`src/rtl/pc_sequencer_if.sv`:
```
// Execution-side bus of the program-counter sequencer: instruction/ALU inputs
// toward the sequencer, PC/phase/stack status back to the core.
interface pc_sequencer_if;
    logic [11:0] instIn;
    logic [1:0]  statusPA;
    logic        skipReq;
    logic        pclWe;
    logic [7:0]  pclData;
    logic [10:0] pcOut;
    logic [1:0]  qPhase;
    logic        fetchEn;
    logic        flushOut;
    logic [1:0]  stackDepth;
    logic        stackOvf;
    logic        stackUnf;

    modport master (
        output instIn, statusPA, skipReq, pclWe, pclData,
        input  pcOut, qPhase, fetchEn, flushOut, stackDepth, stackOvf, stackUnf
    );

    modport slave (
        input  instIn, statusPA, skipReq, pclWe, pclData,
        output pcOut, qPhase, fetchEn, flushOut, stackDepth, stackOvf, stackUnf
    );
endinterface

```
`src/rtl/pc_sequencer.sv`:
```
// Four-phase program counter sequencer with a two-level return stack.
// The PC increments at the end of Q1; flow changes are applied at the end of Q4.
module pc_sequencer #(
    parameter logic [10:0] RESET_VECTOR = 11'h7FF
) (
    input  logic            clk,
    input  logic            rst,
    pc_sequencer_if.slave   bus
);
    typedef enum logic [1:0] {
        PH_Q1 = 2'b00,
        PH_Q2 = 2'b01,
        PH_Q3 = 2'b10,
        PH_Q4 = 2'b11
    } phase_t;

    phase_t      r_phase;
    logic [10:0] r_pc;
    logic        r_hold;
    logic        r_flush;
    logic        r_fetch;
    logic [10:0] r_stack1;
    logic [10:0] r_stack2;
    logic [1:0]  r_depth;
    logic        r_ovf;
    logic        r_unf;

    phase_t      w_phase_nxt;
    logic [10:0] w_pc_nxt;
    logic        w_hold_nxt;
    logic        w_flush_nxt;
    logic [10:0] w_stack1_nxt;
    logic [10:0] w_stack2_nxt;
    logic [1:0]  w_depth_nxt;
    logic        w_ovf_nxt;
    logic        w_unf_nxt;

    logic        w_is_goto;
    logic        w_is_call;
    logic        w_is_ret;

    assign w_is_goto = (bus.instIn[11:9] == 3'b101);
    assign w_is_call = (bus.instIn[11:8] == 4'b1001);
    assign w_is_ret  = (bus.instIn[11:8] == 4'b1000);

    // Next-state: phase rotation, Q1 increment, Q4 flow decode with priority
    always_comb begin
        w_phase_nxt  = r_phase;
        w_pc_nxt     = r_pc;
        w_hold_nxt   = r_hold;
        w_flush_nxt  = r_flush;
        w_stack1_nxt = r_stack1;
        w_stack2_nxt = r_stack2;
        w_depth_nxt  = r_depth;
        w_ovf_nxt    = r_ovf;
        w_unf_nxt    = r_unf;
        case (r_phase)
            PH_Q1: begin
                w_phase_nxt = PH_Q2;
                w_hold_nxt  = 1'b0;
                if (r_hold) begin
                    w_pc_nxt = r_pc;
                end else begin
                    w_pc_nxt = r_pc + 11'd1;
                end
            end
            PH_Q2: begin
                w_phase_nxt = PH_Q3;
            end
            PH_Q3: begin
                w_phase_nxt = PH_Q4;
            end
            PH_Q4: begin
                w_phase_nxt = PH_Q1;
                // A flushed instruction is a NOP: it only retires the flush.
                if (r_flush) begin
                    w_flush_nxt = 1'b0;
                end else if (w_is_goto) begin
                    w_pc_nxt    = {bus.statusPA, bus.instIn[8:0]};
                    w_hold_nxt  = 1'b1;
                    w_flush_nxt = 1'b1;
                end else if (w_is_call) begin
                    w_pc_nxt     = {bus.statusPA, 1'b0, bus.instIn[7:0]};
                    w_hold_nxt   = 1'b1;
                    w_flush_nxt  = 1'b1;
                    w_stack2_nxt = r_stack1;
                    w_stack1_nxt = r_pc;
                    if (r_depth == 2'd2) begin
                        w_ovf_nxt = 1'b1;
                    end else begin
                        w_depth_nxt = r_depth + 2'd1;
                    end
                end else if (w_is_ret) begin
                    w_pc_nxt     = r_stack1;
                    w_stack1_nxt = r_stack2;
                    w_hold_nxt   = 1'b1;
                    w_flush_nxt  = 1'b1;
                    if (r_depth == 2'd0) begin
                        w_unf_nxt = 1'b1;
                    end else begin
                        w_depth_nxt = r_depth - 2'd1;
                    end
                end else if (bus.pclWe) begin
                    w_pc_nxt    = {bus.statusPA, 1'b0, bus.pclData};
                    w_hold_nxt  = 1'b1;
                    w_flush_nxt = 1'b1;
                end else if (bus.skipReq) begin
                    w_flush_nxt = 1'b1;
                end else begin
                    w_flush_nxt = 1'b0;
                end
            end
            default: begin
                w_phase_nxt = PH_Q1;
            end
        endcase
    end

    // State register; reset parks in Q4 so the first fetch is the reset vector
    always_ff @(posedge clk or negedge rst) begin
        if (!rst) begin
            r_phase  <= PH_Q4;
            r_pc     <= RESET_VECTOR;
            r_hold   <= 1'b0;
            r_flush  <= 1'b1;
            r_fetch  <= 1'b1;
            r_stack1 <= 11'h000;
            r_stack2 <= 11'h000;
            r_depth  <= 2'd0;
            r_ovf    <= 1'b0;
            r_unf    <= 1'b0;
        end else begin
            r_phase  <= w_phase_nxt;
            r_pc     <= w_pc_nxt;
            r_hold   <= w_hold_nxt;
            r_flush  <= w_flush_nxt;
            r_fetch  <= (w_phase_nxt == PH_Q4);
            r_stack1 <= w_stack1_nxt;
            r_stack2 <= w_stack2_nxt;
            r_depth  <= w_depth_nxt;
            r_ovf    <= w_ovf_nxt;
            r_unf    <= w_unf_nxt;
        end
    end

    assign bus.pcOut      = r_pc;
    assign bus.qPhase     = r_phase;
    assign bus.fetchEn    = r_fetch;
    assign bus.flushOut   = r_flush;
    assign bus.stackDepth = r_depth;
    assign bus.stackOvf   = r_ovf;
    assign bus.stackUnf   = r_unf;
endmodule

```
`src/flat_wrapper.sv`:
```
// flat-port wrapper written by rule: the top's interface ports become plain ports
module pc_sequencer_flat 
#(
    parameter logic [10:0] RESET_VECTOR = 11'h7FF
)
  (clk, rst, bus_instIn, bus_statusPA, bus_skipReq, bus_pclWe, bus_pclData, bus_pcOut, bus_qPhase, bus_fetchEn, bus_flushOut, bus_stackDepth, bus_stackOvf, bus_stackUnf);
  pc_sequencer_if bus_i ();
  input  logic clk;
  input  logic rst;
  input wire logic [$bits(bus_i.instIn)-1:0] bus_instIn;
  input wire logic [$bits(bus_i.statusPA)-1:0] bus_statusPA;
  input wire logic [$bits(bus_i.skipReq)-1:0] bus_skipReq;
  input wire logic [$bits(bus_i.pclWe)-1:0] bus_pclWe;
  input wire logic [$bits(bus_i.pclData)-1:0] bus_pclData;
  output wire logic [$bits(bus_i.pcOut)-1:0] bus_pcOut;
  output wire logic [$bits(bus_i.qPhase)-1:0] bus_qPhase;
  output wire logic [$bits(bus_i.fetchEn)-1:0] bus_fetchEn;
  output wire logic [$bits(bus_i.flushOut)-1:0] bus_flushOut;
  output wire logic [$bits(bus_i.stackDepth)-1:0] bus_stackDepth;
  output wire logic [$bits(bus_i.stackOvf)-1:0] bus_stackOvf;
  output wire logic [$bits(bus_i.stackUnf)-1:0] bus_stackUnf;
  assign bus_i.instIn = bus_instIn;
  assign bus_i.statusPA = bus_statusPA;
  assign bus_i.skipReq = bus_skipReq;
  assign bus_i.pclWe = bus_pclWe;
  assign bus_i.pclData = bus_pclData;
  assign bus_pcOut = bus_i.pcOut;
  assign bus_qPhase = bus_i.qPhase;
  assign bus_fetchEn = bus_i.fetchEn;
  assign bus_flushOut = bus_i.flushOut;
  assign bus_stackDepth = bus_i.stackDepth;
  assign bus_stackOvf = bus_i.stackOvf;
  assign bus_stackUnf = bus_i.stackUnf;
  pc_sequencer #(.RESET_VECTOR(RESET_VECTOR)) u_core (.clk(clk), .rst(rst), .bus(bus_i));
endmodule
```
`config.mk`:
```
export PLATFORM = sky130hd
export DESIGN_NAME = pc_sequencer_flat
export DESIGN_NICKNAME = d
export VERILOG_FILES = /design/src/rtl/pc_sequencer_if.sv /design/src/rtl/pc_sequencer.sv /design/src/flat_wrapper.sv
export SDC_FILE = /design/constraint.sdc
export NUM_CORES = 1
export LEC_CHECK = 0
export ABC_AREA = 1
export CAP_MARGIN = 25
export CORE_MARGIN = 8
export CORE_UTILIZATION = 45
export DETAILED_ROUTE_END_ITERATION = 12
export PLACE_DENSITY = 0.73
export RECOVER_POWER = 50
export SLEW_MARGIN = 5
export SYNTH_ARGS = -nofsm -noshare
export SYNTH_HDL_FRONTEND = slang
export SYNTH_SLANG_ARGS = --single-unit
```
`constraint.sdc`:
```
create_clock -name clk -period 1.8 [get_ports clk]
set_clock_uncertainty 0.15 [all_clocks]
set_input_delay 0.27 -clock clk [delete_from_list [all_inputs] [get_ports clk]]
set_output_delay 0.27 -clock clk [all_outputs]
set_load 0.01 [all_outputs]
```
## Word level (Yosys, flattened, before mapping)

Index checks and enable logic that the tools add are counted.
W data, S select, Z words.

| word-level totals | value |
|---|---|
| RAM bits | 0 |
| output and inout port bits | 19 |
| bits in latches | 0 |
| bits in read-only memories | 0 |
| flip-flop bits (word level) | 42 |
| logic and storage cells | 66 |
| input bits | 26 |
| memories | 0 |

| operators by class | value |
|---|---|
| mux-type cells | 26 |
| shift operators | 0 |
| $lt $le $gt $ge | 0 |
| bitwise gates (word level) | 3 |
| multiply operators | 0 |
| divide/modulo/power cells | 0 |
| equal/unequal tests | 13 |
| add/sub/neg operators | 3 |
| reductions and logical operators | 11 |

Operator list:

| operator | number |
|---|---|
| $mux W11 | 8 |
| $pmux W11 S2 | 1 |
| $reduce_and A4 Y1 | 3 |
| $reduce_and A6 Y1 | 2 |
| $add A11 B1 Y11 const B | 1 |
| $mux W1 | 11 |
| $eq A2 B2 Y1 const B | 4 |
| $eq A4 B4 Y1 const B | 2 |
| $mux W2 | 4 |
| $pmux W2 S4 | 1 |
| $ne A2 B2 Y1 const B | 3 |
| $ne A5 B2 Y1 const B | 1 |
| $reduce_and A5 Y1 | 1 |
| $logic_not A2 Y1 | 2 |
| $reduce_bool A2 Y1 | 2 |
| $eq A3 B3 Y1 const B | 1 |
| $not A1 Y1 | 3 |
| $reduce_and A3 Y1 | 1 |
| $add A2 B1 Y2 const B | 1 |
| $eq A2 B1 Y1 const B | 1 |
| $ne A2 B1 Y1 const B | 1 |
| $pmux W1 S2 | 1 |
| $sub A2 B1 Y2 const B | 1 |

## Longest topological paths before layout

| logic depth | value |
|---|---|
| word-level depth | 6 |
| depth in mapped cells | 11 |
| mapped depth without buffers | 11 |

## Least setup slack after synthesis

No wires, ideal clock.

| path | value |
|---|---|
| path kind | reg2reg |
| start point | register u_core.r_phase[1], in the netlist u_core.bus.qPhase[1] |
| end point | register u_core.r_depth[1], in the netlist u_core.bus.stackDepth[1] |
| data required time | 1.533 ns |
| setup slack | 0.078 ns |
| buffers on the path | 1 |
| library setup time | 0.117 ns |
| clock period less this slack | 1.722 ns |
| cell stages (with the launch flop) | 10 |
| data arrival time | 1.456 ns |
| cells stage by stage | dfstp_2 > ha_1 > buf_2 > nand2_1 > nor2_4 > nand2_2 > nor2_4 > nand2_1 > nand2_1 > nand2_1 |

| between the ends | value |
|---|---|
| longest elaborated chain between the ends | 2 |

Ends and longest elaborated chain:

| what | RTL line | text |
|---|---|---|
| from (decl) | pc_sequencer.sv:17 | `phase_t r_phase;` |
| from (signal assigned) | pc_sequencer.sv:133 | `r_phase <= w_phase_nxt;` |
| $eq A2 B2 Y1 | pc_sequencer.sv:57 | `case (r_phase)` |
| $reduce_and A6 Y1 (no line) | -- |  |
| to (signal assigned) | pc_sequencer.sv:140 | `r_depth <= w_depth_nxt;` |
| to (decl) | pc_sequencer.sv:24 | `logic [1:0] r_depth;` |

No other way between the ends.
A chain may end at the register's enable or synchronous reset.

## Worst setup path after layout

| path | value |
|---|---|
| start point | register u_core.r_phase[0], in the netlist u_core.bus.qPhase[0] |
| end point | register u_core.r_pc[4], in the netlist u_core.bus.pcOut[4] |

| between the ends | value |
|---|---|
| longest elaborated chain between the ends | 3 |
| elaborated cells on any way between the ends | 8 |
| classes of those cells | eq/ne (4); mux (1); reduce/logical (3) |

Ends and longest elaborated chain:

| what | RTL line | text |
|---|---|---|
| $eq A2 B2 Y1 or $logic_not A2 Y1 (tied branches) | pc_sequencer.sv:57 |  |
| $ne A5 B2 Y1 (no line) (tied with other cells) | -- |  |
| $reduce_and A4 Y1 (no line) | -- |  |
| to (signal assigned) | pc_sequencer.sv:134 | `r_pc <= w_pc_nxt;` |
| to (decl) | pc_sequencer.sv:18 | `logic [10:0] r_pc;` |

Several ways; a longest one is shown, not always the timed one.

==> impl_metrics.ini <==
[clock_tree]
cts_tree = built
clock-root-buffer = clkbuf_8
path_clk_slew_ns = 0.09
clock_path_buffers = 2
cts_made_buffers = 5
cts_htree_levels = 2
insertion_delay_ns = 0.30
clock_sinks = 42

[routing]
highest_layer = met4
wl_met3_um = 344
routedWlPerCell_um = 14.4
vias_per_cell = 5.00
vias = 2277
drc = 0
ant_nets = 0
wl_met2_mm = 3.40
drt_wl_total_mm = 6.53
drtPass1Iterations = 4
drtIter0Drc = 115
drt-met1-wl_mm = 2.73

[worst_setup_path]
path_class = reg -> reg
cp-start-kind = flip-flop
cp_data_arrival_time_ns = 1.83
cp-end-kind = flip-flop
worst_ep_required_time_ns = 1.88
path_max_fanout = 5

[pwr]
pwr-share-seq_pct = 40.7
vdd_drop_max_mv = 0.492
switching_share_pct = 33.5
leakage_nw = 1.68
p_per_area_mw_per_mm2 = 1020
p_total_w = 0.00349
p_comb_share_pct = 33.4
p_int_w = 0.00232
p_clk_share_pct = 25.8
p_sw_w = 0.00117

[grt]
antenna_found_initial = 0
grt_pass1_wl_mm = 10.3
grt_max_degree = 43
grt-ovfl-total = 0
grt_pass1_vias = 2156
grt_use_total_pct = 15.5

[sta]
hold_violations = 0
slew_headroom_pct = 64.8
final-setup-viol-count = 0
post-route-period-util_pct = 97.1
rsz0062_at_grt = yes
tightest_slew_ns = 0.528
max_freq_mhz = 572
period_needed_ns = 1.75
slew_viol_final = 0

[logic_synthesis]
synth-seq-cells = 42
seq_area_frac_synth_pct = 43.1
syn_avg_cell_area_um2 = 7.86
synthesis.nets = 346
post_synth_num_cell_types = 31
synth_area_leaders = dfrtp_1 27%, dfstp_2 16%, nand2_1 13%
synth_top_area_cell = dfrtp_1
yosysWarnings = 0
syn-instance-count = 316
synth_top_area_share_pct = 27.2
syn-cell-area_mm2 = 0.00248

[place]
numPortBuffers = 44
hpwl_mm = 4.77
place_area_mm2 = 0.00308
routabilityCongestion = 0.838

[floorplan]
die_y_um = 90.3
initial_core_util_pct = 45.9
die_w_um = 90.3
die-area_mm2 = 0.00815
row_count = 27
core-area_mm2 = 0.00541
ioPinCount = 45

[finish]
final_nets = 412
area.growth.synth_to_final_pct = 37.4
final_area_mm2 = 0.00341
final_cell_mix = 85 x nand2_1, 30 x inv_1, 28 x clkdlybuf4s50_1
layout_commonest_cell = nand2_1
drive_above_1_share_pct = 25.6
filler_cell_count = 483
antenna_cells = 0

[worst_hold_path]
hold_path_class = reg -> reg

[status]
outcome = complete, no violations

[run]
drv_cap = 0
## per-stage QoR
step / setup slack [ns] / TNS (ns) / hold slack [ns] / util, % / cells
after floorplan: 0.0776 / 0 / -0.176 / - / 316
after global placement: -0.0918 / -1.22 / 0.213 / 57.0 / 434
after detailed placement: -0.109 / -1.55 / 0.228 / 57.0 / 434
after CTS: 0.00389 / 0 / 0.314 / 60.4 / 448
after global routing: -0.0608 / -0.117 / 0.328 / 63.1 / 455
final: 0.0525 / 0 / 0.309 / 63.1 / 455
## metal layers
metal | GRT usage, % | vias up
li1 | - | 1148
met2 | 26.9 | 57
met1 | 19.0 | 1067
met5 | 0 | -
met4 | 4.99 | 0
met3 | 2.49 | 5
## logic make-up after synthesis
family / synth area share (%)
buf+inv: 9.97
flops: 43.1
fa+ha+maj: 2.02
compound gates: 14.6
simple gates: 29.7
xor+xnor: 0.705
## flip-flops by register name, summed over array words and instances, names as in the netlist
register and count:
u_core.bus.pcOut 11, u_core.r_stack2 11, u_core.bus.qPhase 2, u_core.bus.stackUnf 1, u_core.bus.fetchEn 1, u_core.bus.stackOvf 1, u_core.bus.flushOut 1, u_core.r_hold 1
u_core.bus.stackDepth 2, u_core.r_stack1 11
## worst max-delay path, stage by stage (launching register included)
cell	delay [ns]
dfstp_2	0.59
inv_2	0.07
ha_4	0.17
nand2_2	0.06
nand2_2	0.06
nor2_4	0.13
nand2_4	0.10
buf_12	0.14
a21oi_1	0.13
a21oi_1	0.09
## path summary, 6_finish.rpt
kind | from | end | slack [ns] | cells after the start
setup / recovery | u_core.bus.qPhase[0] | u_core.bus.pcOut[4] | 0.05 | 9
hold / removal | u_core.bus.stackOvf | u_core.bus.stackOvf | 0.31 | 1
setup reg to reg | u_core.bus.qPhase[0] | u_core.bus.pcOut[4] | 0.05 | 9
hold reg to reg | u_core.bus.stackOvf | u_core.bus.stackOvf | 0.31 | 1
max in group asynchronous | rst | u_core.bus.pcOut[9] | 0.71 | 3
min in group asynchronous | rst | u_core.r_stack2[6] | 0.41 | 3
## synthesized netlist by cell type
library cell	count
a21boi_0	1
a21o_1	1
a21oi_1	12
a22o_1	1
a31o_2	1
buf_2	6
buf_4	2
buf_6	5
dfrtp_1	27
dfstp_2	15
ha_1	4
inv_1	33
inv_2	6
nand2_1	89
nand2_2	4
nand2_4	1
nand3_1	24
nand3b_1	1
nand4_1	4
nor2_1	26
nor2_2	4
nor2_4	4
nor2_8	2
o211ai_1	4
o21ai_0	8
o21ai_1	5
o21ai_2	12
o22ai_1	11
or2_2	1
xnor2_1	1
xor2_1	1
## repair_timing
action	CTS	global route
pin swaps	0	6
gates resized for setup	16	23
gates cloned	1	1
setup endpoints to repair	19	29
setup buffers	4	6
hold buffers	1	0
endpoints found under the hold margin	27	0
## final cells by class
cell class	instances	area, um2	share of cell area [%]
timing repair buffer	71	726	21.3
sequential	42	1070	31.4
timing repair inverter	1	7.51	0.220
clock inverter	3	68.8	2.02
inverter	39	155	4.55
clock buffer	5	68.8	2.02
multi-input combinational	222	1230	35.9
tap	72	90.1	2.64
## power by group through the flow
| stage | clock [W] | sequential, W | combinational [W] |
|---|---|---|---|
| 2_1_floorplan | 0 | 0.00149 | 0.000544 |
| 3_3_place_gp | 0 | 0.00148 | 0.00111 |
| 3_5_place_dp | 0 | 0.00149 | 0.00113 |
| 4_1_cts | 0.000917 | 0.00142 | 0.00115 |
| 5_1_grt | 0.000945 | 0.00146 | 0.00131 |
| 6_report | 0.000902 | 0.00142 | 0.00117 |
Power figures use the tool's default switching activity.
==> edit 1 (same settings) <==
Reset style: synchronous (`rst`), changed in one clocked block.
--- a/src/rtl/pc_sequencer.sv
+++ b/src/rtl/pc_sequencer.sv
@@ -117,7 +117,7 @@
     end
 
     // State register; reset parks in Q4 so the first fetch is the reset vector
-    always_ff @(posedge clk or negedge rst) begin
+    always_ff @(posedge clk) begin
         if (!rst) begin
             r_phase  <= PH_Q4;
             r_pc     <= RESET_VECTOR;
Behaviour: differs if rst is asserted again (counterexample within 4 cycles, from zero or initial values and one cycle with rst low); with rst held inactive, the same outputs for 10 cycles.
==> edit 1 against the original RTL <==
- setup slack better by 0.0031 ns
- combinational power up 16%
- total power about the same
- sequential cell count unchanged
- largest cell class unchanged
- wire length down 3.8%
- clock power about the same
- final area down 13%
- die area down 9.8%
- critical path type is now flop to output pin
- area after synthesis down 12%
==> edit 1: results (changes against the original RTL) <==
number of inserted filler cells in the final layout 459 (was 483); run status finished clean (unchanged); global-route wire length before repair 10,660 µm (was 10,330 µm); PortBufs 44 (unchanged); Hold Violations, Final 0 (unchanged); antenna violations before repair 0 (unchanged); post-synthesis average cell area 6.517 µm² (was 7.860 µm²); pin count of the biggest net entering global routing 28 (was 43); depth of the worst register-to-register path 8 (was 9); sequential-to-total area share from yosys stat 38.40% (was 43.07%); class of the tightest hold or removal check flop to flop (unchanged); Peak supply drop 0.7159 mV (was 0.4924 mV); count of nets after finishing 422 (was 412); Avg Vias per Cell 5.037 (was 5.004); number of H-tree branching levels 2 (unchanged); warnings from Yosys 0 (unchanged); combined global-route utilization of all metal layers 17.78% (was 15.48%); highest net fanout along the worst path 6 (was 5); detailed-route wire length per cell 13.66 µm (was 14.36 µm); clock input transition at the sequential cells of the worst setup and hold paths 0.09 ns (about the same); vias in the first global route 2,253 (was 2,156); routed wire length 6285 µm (was 6533 µm); count of TritonRoute iterations in the first routing pass 4 (unchanged); first-iteration detailed-routing DRC count 127 (was 115); clock buffer depth 2 (unchanged); slowest library cell on the worst path clkdlybuf4s50_1 (was dfstp_2); global placement routability congestion 0.9061 (was 0.8379); share of final-layout standard cells stronger than drive strength 1 13.49% (was 25.59%); slack of the worst reg-to-reg path 0.09 ns (was 0.05 ns); number of instances in the placed design 452 (was 434); Antenna Cells 0 (unchanged); final worst hold slack 0.3209 ns (was 0.3086 ns); peak per-stage delay on the critical path 0.58 ns; Arrival @ worst endpoint 1.32 ns (was 1.83 ns); hold path cells 2 (was 1); cell leakage power 1.254 nW (was 1.676 nW); Clk Tree Root Cell clkbuf_8 (unchanged); Async SR Flop Fraction 0% (was 100.0%); top cell types by occurrence after synthesis nand2_1, dfxtp_1, a21oi_1 (was nand2_1, inv_1, dfrtp_1); family of cells with the greatest summed delay on the critical path buffers and inverters (was flip-flops); setup repair bufs after CTS 0 (was 4); number of buffers added by the clock tree synthesis step 5 (unchanged); Clk Latency, worst-skew pair 0.30 ns (about the same); post-detail-place hpwl 4737 µm (was 4765 µm); dominant cells by area after synthesis dfxtp_1, nand2_1, a21oi_1 (was dfrtp_1, dfstp_2, nand2_1); Slew @ Worst Pin 0.3495 ns (was 0.5279 ns); number of unique standard cell types used by synthesis 23 (was 31); Mapped Nets 366 (was 346); post-route ant nets 0 (unchanged)
## edit 1: final cells by class
cell class / instances / area share [%]
inverter: 26 / 3.287
tap: 67 / 2.823
clock inverter: 3 / 2.318
timing repair buffer: 63 / 20.48
sequential: 42 / 28.66
clock buffer: 5 / 2.318
multi-input combinational: 254 / 40.12
## edit 1: cells by family after synthesis
logic type / synth area share, %
and+or+nand+nor: 34.97
AOI/OAI and AO/OA: 16.40
DFF: 38.40
buffers and inverters: 7.542
adders and majority gates: 2.286
xor gates and xnor gates: 0.4001
## edit 1: layer usage
metal	share of wire, %	vias up	GRT usage [%]
met3	4.3	6	3.056
met4	1.4	0	5.573
met1	45	1052	22.75
li1	-	1209	-
met5	0	-	0
met2	49	50	29.48
## edit 1: through the flow
step                cell area, µm²  power, mW  utilization [%]  setup WS (ns)
floorplan                     2190      2.003                -         0.1556
global placement              2814      2.557            59.58        -0.1260
detailed placement            2814      2.584            59.58        -0.1536
CTS                           2953      3.490            62.52      0.0009021
global route                  2969      3.719            62.86      0.0008022
finish                        2969      3.491            62.86        0.05559
## edit 1: power by group
| group | total [mW] | switching [mW] | internal, mW |
|---|---|---|---|
| clock network | 0.900 | 0.345 | 0.556 |
| logic | 1.36 | 0.729 | 0.629 |
| registers | 1.23 | 0.173 | 1.06 |
## edit 1: final timing paths
path                             from                   to
setup / recovery  u_core.bus.pcOut[3]         bus_pcOut[3]
hold / removal     u_core.r_stack2[9]   u_core.r_stack2[9]
setup reg to reg  u_core.bus.pcOut[0]  u_core.bus.pcOut[4]
hold reg to reg    u_core.r_stack2[9]   u_core.r_stack2[9]
## edit 1: timing repair
action                                 4_1_cts  5_1_grt
resized for setup                            1       12
setup endpoints to repair                    1       19
endpoints found under the hold margin        0        0
==> edit 2 (same settings) <==
Made on the original files. `RESET_VECTOR` is set to 11'h7FF in 2 places; all go to 11'h400.
--- a/src/rtl/pc_sequencer.sv
+++ b/src/rtl/pc_sequencer.sv
@@ -1,7 +1,7 @@
 // Four-phase program counter sequencer with a two-level return stack.
 // The PC increments at the end of Q1; flow changes are applied at the end of Q4.
 module pc_sequencer #(
-    parameter logic [10:0] RESET_VECTOR = 11'h7FF
+    parameter logic [10:0] RESET_VECTOR = 11'h400
 ) (
     input  logic            clk,
     input  logic            rst,
--- a/src/flat_wrapper.sv
+++ b/src/flat_wrapper.sv
@@ -1,7 +1,7 @@
 // flat-port wrapper written by rule: the top's interface ports become plain ports
 module pc_sequencer_flat 
 #(
-    parameter logic [10:0] RESET_VECTOR = 11'h7FF
+    parameter logic [10:0] RESET_VECTOR = 11'h400
 )
   (clk, rst, bus_instIn, bus_statusPA, bus_skipReq, bus_pclWe, bus_pclData, bus_pcOut, bus_qPhase, bus_fetchEn, bus_flushOut, bus_stackDepth, bus_stackOvf, bus_stackUnf);
   pc_sequencer_if bus_i ();
Function: changed (Yosys sat finds a counterexample within 4 cycles, from zero or initial values and one cycle with rst low).
==> edit 2 against the original RTL <==
- clock power fell by 30%
- highest routed layer unchanged
- critical path depth decreased by 8
- total power fell by 10%
- final area shrank 4.1%
- utilization decreased by 2.6 points
- largest cell class unchanged
- sequential cell count did not move
- first-iteration DRC count is 26% higher
- area after synthesis fell by 0.50%
- setup slack worse by 0.031 ns
- wire length is 5.1% lower
==> edit 2: results (changes against the original RTL) <==
post-synthesis average cell area 7.820 µm² (was 7.860 µm²); number of instances in the placed design 436 (was 434); count of TritonRoute iterations in the first routing pass 5 (was 4); HP Start u_core.bus.stackOvf (unchanged); FF-to-FF Start u_core.bus.qPhase[1] (was u_core.bus.qPhase[0]); Avg Vias per Cell 4.982 (was 5.004); number of buffers added by the clock tree synthesis step 5 (unchanged); combined global-route utilization of all metal layers 15.67% (was 15.48%); Arrival @ worst endpoint 1.36 ns (was 1.83 ns); pin count of the biggest net entering global routing 26 (was 43); count of nets after finishing 403 (was 412); sequential-to-total area share from yosys stat 42.78% (was 43.07%); FF-to-FF End u_core.bus.pcOut[8] (was u_core.bus.pcOut[4]); Detail Route met2 WL 3080 µm (was 3397 µm); final worst hold slack 0.3133 ns (was 0.3086 ns); global placement routability congestion 0.8350 (was 0.8379); warnings from Yosys 0 (unchanged); detailed-route wire length per cell 13.90 µm (was 14.36 µm); vias after detailed routing 2,222 (was 2,277); worst max-slew margin expressed relative to the limit 25.11% (was 64.80%); adder and majority gate portion of the synthesized area 2.025% (was 2.015%); slowest library cell on the worst path clkdlybuf4s50_1 (was dfstp_2); highest net fanout along the worst path 7 (was 5); top cell types by occurrence after synthesis nand2_1, dfrtp_1, inv_1 (was nand2_1, inv_1, dfrtp_1); hold path cells 1 (unchanged); depth of the worst register-to-register path 10 (was 9); cell leakage power 1.582 nW (was 1.676 nW); run status finished clean (unchanged); first-iteration detailed-routing DRC count 145 (was 115); highest routed metal layer met4 (unchanged); Antenna Cells 0 (unchanged); number of unique standard cell types used by synthesis 31 (unchanged); global-route wire length before repair 10,460 µm (was 10,330 µm); number of H-tree branching levels 2 (unchanged); clock input transition at the sequential cells of the worst setup and hold paths 0.08 ns; post-detail-place hpwl 4813 µm (was 4765 µm); slack of the worst reg-to-reg path 0.06 ns; total of endpoints with negative setup slack in the final report 0 (unchanged); total length of routed met3 wires 296 µm (was 344 µm); switching power 1.157 mW (was 1.172 mW); share of final-layout standard cells stronger than drive strength 1 21.39% (was 25.59%); clock buffer depth 2 (unchanged); vias in the first global route 2,146 (was 2,156); dominant cells by area after synthesis dfrtp_1, nand2_1, dfstp_2 (was dfrtp_1, dfstp_2, nand2_1); antenna violations before repair 0 (unchanged); wire length on met1 2727 µm (was 2733 µm); Post-Synth XOR/XNOR Area 0.7089% (was 0.7053%); Peak supply drop 0.4171 mV (was 0.4924 mV); class of the tightest hold or removal check flop to flop (unchanged); Synth Area in Compound Gates 14.63% (was 14.56%); family of cells with the greatest summed delay on the critical path buffers and inverters (was flip-flops); Mapped Nets 346 (unchanged); Clk Tree Root Cell clkbuf_8 (unchanged)
==> edit 2: cells by family (layout without fill, tap and decap cells) <==
group                    after synthesis  in the layout
XOR/XNOR                               2              2
adder cells (fa/ha/maj)                4              4
AO/OA/AOI/OAI                         56             56
buffers and inverters                 52            110
AND/OR/NAND/NOR                      160            160
flip-flops                            42             42
==> edit 2: repair_timing <==
| action | CTS | global route |
|---|---|---|
| resized for setup | 9 | 18 |
| endpoints found under the setup margin | 10 | 31 |
| pin swaps | 0 | 2 |
| buffers inserted | 1 | 0 |
| cloned | 0 | 0 |
| hold endpoints to repair | 12 | 0 |
| hold buffers | 1 | 0 |
==> edit 2: final cells by class <==
class / instances / area (µm²)
inverter: 39 / 152.6
fill: 498 / 2135
clock buffer: 5 / 68.82
tap: 72 / 90.09
multi-input combinational: 222 / 1205
sequential: 42 / 1064
clock inverter: 3 / 21.27
timing repair buffer: 63 / 669.4
==> edit 2: metrics by stage <==
step                worst slack (ns)  setup TNS (ns)  instance area, µm²  util, %
floorplan                    0.07758               0                2471        -
global placement            -0.09371          -1.291                3098    57.31
detailed placement           -0.1064          -1.898                3098    57.31
CTS                        -0.008959       -0.008959                3209    59.38
global route                -0.05223         -0.2331                3271    60.51
finish                       0.02194               0                3271    60.51
==> edit 2: worst max path at each step <==
stage                               startpoint                  endpoint  slack (ns)
final                      u_core.bus.pcOut[5]              bus_pcOut[5]        0.02
after global routing      u_core.bus.qPhase[1]       u_core.bus.pcOut[0]       -0.05
after CTS                 u_core.bus.qPhase[0]       u_core.bus.pcOut[8]      -0.009
after detailed placement         bus_instIn[8]        u_core.r_stack2[2]       -0.11
after global placement           bus_instIn[8]        u_core.r_stack2[2]       -0.09
after floorplan           u_core.bus.qPhase[1]  u_core.bus.stackDepth[1]        0.08
==> edit 2: routing by layer <==
| metal | global-route usage (%) | vias up |
|---|---|---|
| met5 | 0 | - |
| met4 | 5.825 | 0 |
| met3 | 3.491 | 10 |
| met2 | 26.20 | 48 |
| met1 | 19.20 | 1035 |
| li1 | - | 1129 |
==> edit 2: power by group through the flow <==
stage          clock network, mW  logic (mW)  registers, mW
2_1_floorplan                  0       0.539           1.42
3_3_place_gp                   0        1.07           1.42
3_5_place_dp                   0        1.09           1.43
4_1_cts                    0.650        1.09           1.42
5_1_grt                    0.689        1.21           1.46
6_report                   0.630        1.08           1.42
